--- src/rtl/wait_state_counter.sv ---
// Loadable down-counter for wait-state timing; restart reloads, zero flag ends the wait.
module wait_state_counter #(
   parameter int WIDTH = 4
) (
   input  logic             clk,
   input  logic             nrst,
   input  logic             restart,
   input  logic             decrement,
   input  logic [WIDTH-1:0] loadValue,
   output logic             isZero
);

   logic [WIDTH-1:0] count;

   always_ff @(posedge clk or negedge nrst) begin
      if (!nrst) begin
         count <= '0;
      end else if (restart) begin
         count <= loadValue;
      end else if (decrement && (count != '0)) begin
         count <= count - WIDTH'(1);
      end
   end

   assign isZero = (count == '0);

endmodule

--- config.mk ---
export PLATFORM = sky130hd
export DESIGN_NAME = wait_state_counter
export DESIGN_NICKNAME = d
export VERILOG_FILES = /design/src/rtl/wait_state_counter.sv
export SDC_FILE = /design/constraint.sdc
export NUM_CORES = 1
export LEC_CHECK = 0
export CAP_MARGIN = 20
export CORE_AREA = 3 3 40 42
export DETAILED_ROUTE_END_ITERATION = 6
export DIE_AREA = 0 0 43 45
export PLACE_DENSITY = 0.39
export SLEW_MARGIN = 15
export SYNTH_ARGS = -nofsm -noshare
export SYNTH_HDL_FRONTEND = slang
export SYNTH_SLANG_ARGS = --single-unit
--- constraint.sdc ---
create_clock -name clk -period 2.1 [get_ports clk]
set_input_delay 0.525 -clock clk [delete_from_list [all_inputs] [get_ports clk]]
set_output_delay 0.525 -clock clk [all_outputs]
set_load 0.05 [all_outputs]
# [Yosys cells after proc, flatten, opt, wreduce, memory -nomap -nowiden]
# Cells that the tools add are included.
[op_classes] n_reduce_logical=4 addsub=1 n_mux=2
[op_table] operator="$mux 4" count=2
[op_table] operator="$logic_not 4->1" count=1
[op_table] operator="$reduce_bool 4->1" count=1
[op_table] operator="$sub 4x1->4 const B" count=1
[op_table] operator="$reduce_bool 2->1" count=1
[op_table] operator="$logic_and 1x1->1" count=1
[totals] word_cells=8 out_inout_bits=1 regBits=4 in_bits=8

# [Longest topological paths before layout]
[depth] depth_word=4 ltp_mapped=5 ltp_nobuf=5

# [Worst setup path after synthesis]
# Ideal clock, no wire load.
[synth_path] path_type="reg2out" from="register count[0]" to="output port isZero" arrival_ps=1388 stages_incl_launch_ff=4 required_ps=1575 slack_ps=187 n_path_buf=0 path_cell_list="dfrtp_1 > inv_1 > ha_1 > nor3b_2"
[synth_via] elab_chain_len=1
[synth_rtl] item="from (decl)" line="13" text="logic [WIDTH-1:0] count;"
[synth_rtl] item="from (signal assigned)" line="19" text="count <= loadValue;"
[synth_rtl] item="from (signal assigned)" line="21" text="count <= count - WIDTH'(1);"
[synth_rtl] item="$logic_not 4->1" line="25" text="assign isZero = (count == '0);"
[synth_rtl] item="to (decl)" line="10" text="output logic isZero"
# No other way between the ends.

# [Worst setup path after layout]
# Same ends and word-level chain as after synthesis.

==> qor.yml <==
worst_setup_path:
  worstPathMaxFanout: 5
  endpoint_kind: "output port"
  crit_arrival_ns: 1.43
  reg2reg_from: "count[0]$_DFFE_PN0P_"
  slowest_stage: "dfrtp_1"
  ff2ff_setup_slack_ns: 0.63
  r2r_end: "count[1]$_DFFE_PN0P_"
  cp_cell_sequence: "inv_1 > ha_1 > nor3b_4 > buf_12"
  cp_data_required_time_ns: 1.57
  slowest_delay_ns: 0.41
  critPathLaunchType: "register"
  ff2ff_path_depth: 5
  path_class: "reg -> out"
synth:
  synth_adder_area_share_pct: 4.630
  ys_top_cells_by_area: "dfrtp_1, nor4b_2, ha_1"
  synthCells: 27
  synthMuxAreaShare_pct: 0
  syn_nets: 36
  synth_xor_area_share_pct: 0
  syn_area_sq_um: 270.3
  synthArstFlopShare_pct: 100.0
  ys_warn_count: 0
  dominantRegCellSynth: "dfrtp_1"
  syn_avg_cell_area_sq_um: 10.01
  synth_largest_area_cell: "dfrtp_1"
  synth_compound_area_share_pct: 19.91
  ys_seq_elements: 4
  synth_edf_count: 0
  synth_top_family_by_area: "simple AND/OR/NAND/NOR gates"
  synth_cell_types: 18
  synth_common_cells: "dfrtp_1, inv_1, nand2_1"
  yosysTopAreaCellShare_pct: 37.04
  seq_area_frac_synth_pct: 37.04
  synth_most_common_cell: "dfrtp_1"
  synth_simple_gate_area_share_pct: 30.09
global_route:
  track_usage_pct: 6.433
  antenna_found_initial: 0
  grt_overflow_total: 0
  grt_max_degree: 10
  grt_pass1_vias: 227
  grt_pass1_wl_microns: 910
place:
  dp_hpwl_microns: 457.9
  dp_slack_ns: 0.2975
  placed_cells: 50
  place_area_sq_um: 375.4
  numPortBuffers: 8
  place.gp.congestion: 0.6861
timing:
  worst_slack_ns: 0.1402
  hold_viol: 0
  maxSlewViolCount: 0
  slew-limit-headroom_pct: 80.36
  clock_skew_ns: 0.001312
  hold_ws_ns: 0.4972
  finalCriticalPeriod_ns: 1.960
  fin_tns_setup_ns: 0
  rsz0062_at_grt: "no"
  worst_pin_slew_ns: 0.2942
  timing.fmax_ghz: 0.5102
  finalSetupViolations: 0
  fin_crit_sh_pct: 93.33
hold_path:
  holdCritPathClass: "in -> async"
floorplanning:
  die_y_microns: 45
  ioPinCount: 9
  row_count: 13
  core_area_sq_um: 1285
  start_util_pct: 21.03
  dieArea_sq_um: 1935
  dieWidth_microns: 43
detailed_routing:
  drt_first_pass_iters: 1
  detail_route.wl_per_cell_microns: 10.64
  drc: 0
  drt_iter0_markers: 0
  ant_nets: 0
  drt_wl_total_microns: 564
  vias: 231
  vias_per_cell: 4.358
pwr:
  power.density_nw_per_um2: 656.3
  switchingPower_mw: 0.07304
  swShare_pct: 27.54
  seqPwrFrac_pct: 37.4
  internal_power_mw: 0.1922
  power_leakage_nw: 0.1706
  clock_power_share_pct: 35.4
  combPwrFrac_pct: 27.2
  finalPower_mw: 0.2652
  ir_worst_vdd_uv: 221.2
outcome:
  outcome: "completed"
final_layout:
  largest-register: "count"
  finalNonFillerCells: 53
  fin_nets: 49
  area_delta_synth_final_pct: 49.54
  n_fill_cell: 150
  n_antenna_cell: 0
  largest_register_ffs: 4
  fin_util_pct: 31.45
  drive_gt1_share_pct: 21.05
  reg_top3: "count: 4 flops"
  fin_area_sq_um: 404.1
clocking:
  numClockSinks: 4
  post-cts-setup-buffer-count: 0
  cts.clk_slew.worst_paths_ns: 0.04
  cts_made_buffers: 3
  cts_tree: "yes"
  clk_path_buf_depth: 2
  htree_levels: 1
  clock_latency_ns: 0.23
  ctsRootBufferMaster: "clkbuf_4"
job:
  cap_violations: 0
## worst max path at each step
stage | startpoint | end | slack (ns)
global placement | decrement | count[1]$_DFFE_PN0P_ | 0.30
floorplan | count[0]$_DFFE_PN0P_ | isZero | 0.19
finish | count[0]$_DFFE_PN0P_ | isZero | 0.14
global route | count[0]$_DFFE_PN0P_ | isZero | 0.04
detailed placement | decrement | count[1]$_DFFE_PN0P_ | 0.30
CTS | count[0]$_DFFE_PN0P_ | isZero | 0.06
## routing by layer
layer | part of all wire (%) | GRT usage (%) | up-vias
li1 | - | - | 121
met1 | 48 | 8.029 | 105
met4 | 0 | 5.422 | 0
met3 | 3.5 | 1.195 | 0
met5 | 0 | 0 | -
met2 | 48 | 9.581 | 5
## layout make-up
class | count | area (sq um) | share of cell area [%]
multi-input cells | 19 | 153.9 | 38.08
flip-flops and latches | 4 | 100.1 | 24.77
repair buffers | 9 | 97.59 | 24.15
clock buffers | 3 | 22.52 | 5.573
well taps | 15 | 18.77 | 4.644
inverters | 3 | 11.26 | 2.786
## critical path: cells and delay by family (launching register included)
family,cells,cell delay [ns]
fa+ha+maj,1,0.20
simple gates,1,0.32
buf+inv,2,0.26
flops,1,0.41
## timing repair
action,CTS,global route
endpoints found under the setup margin,0,1
gates resized for setup,0,1
endpoints found under the hold margin,0,0
hold buffers,0,0
## cells in the final DEF, fill, tap and decap left out, drive strengths merged
master	n
o21a	1
nor4b	1
ha	1
a21oi	1
or2b	1
o31a	1
o21ai	2
inv	3
nand2	3
buf	2
o211ai	1
clkbuf	3
nor3	2
a221o	1
and4b	1
dfrtp	4
or4	1
nor3b	2
clkdlybuf4s50	7
## power groups by stage
stage          Clock (mW)  Combinational (mW)  Sequential, mW
2_1_floorplan           0              0.0420          0.0962
3_3_place_gp            0              0.0707          0.0991
3_5_place_dp            0              0.0706          0.0988
4_1_cts            0.0996              0.0709          0.0977
5_1_grt             0.103              0.0793           0.101
6_report           0.0939              0.0721          0.0992
## logic make-up (layout without fill, tap and decap cells)
kind of cell,count (synthesis),in the layout
adder cells (fa/ha/maj),1,1
AO/OA/AOI/OAI,7,7
flip-flops,4,4
AND/OR/NAND/NOR,11,11
buffers and inverters,4,15
Note: power is estimated with default switching activity, not from simulation.
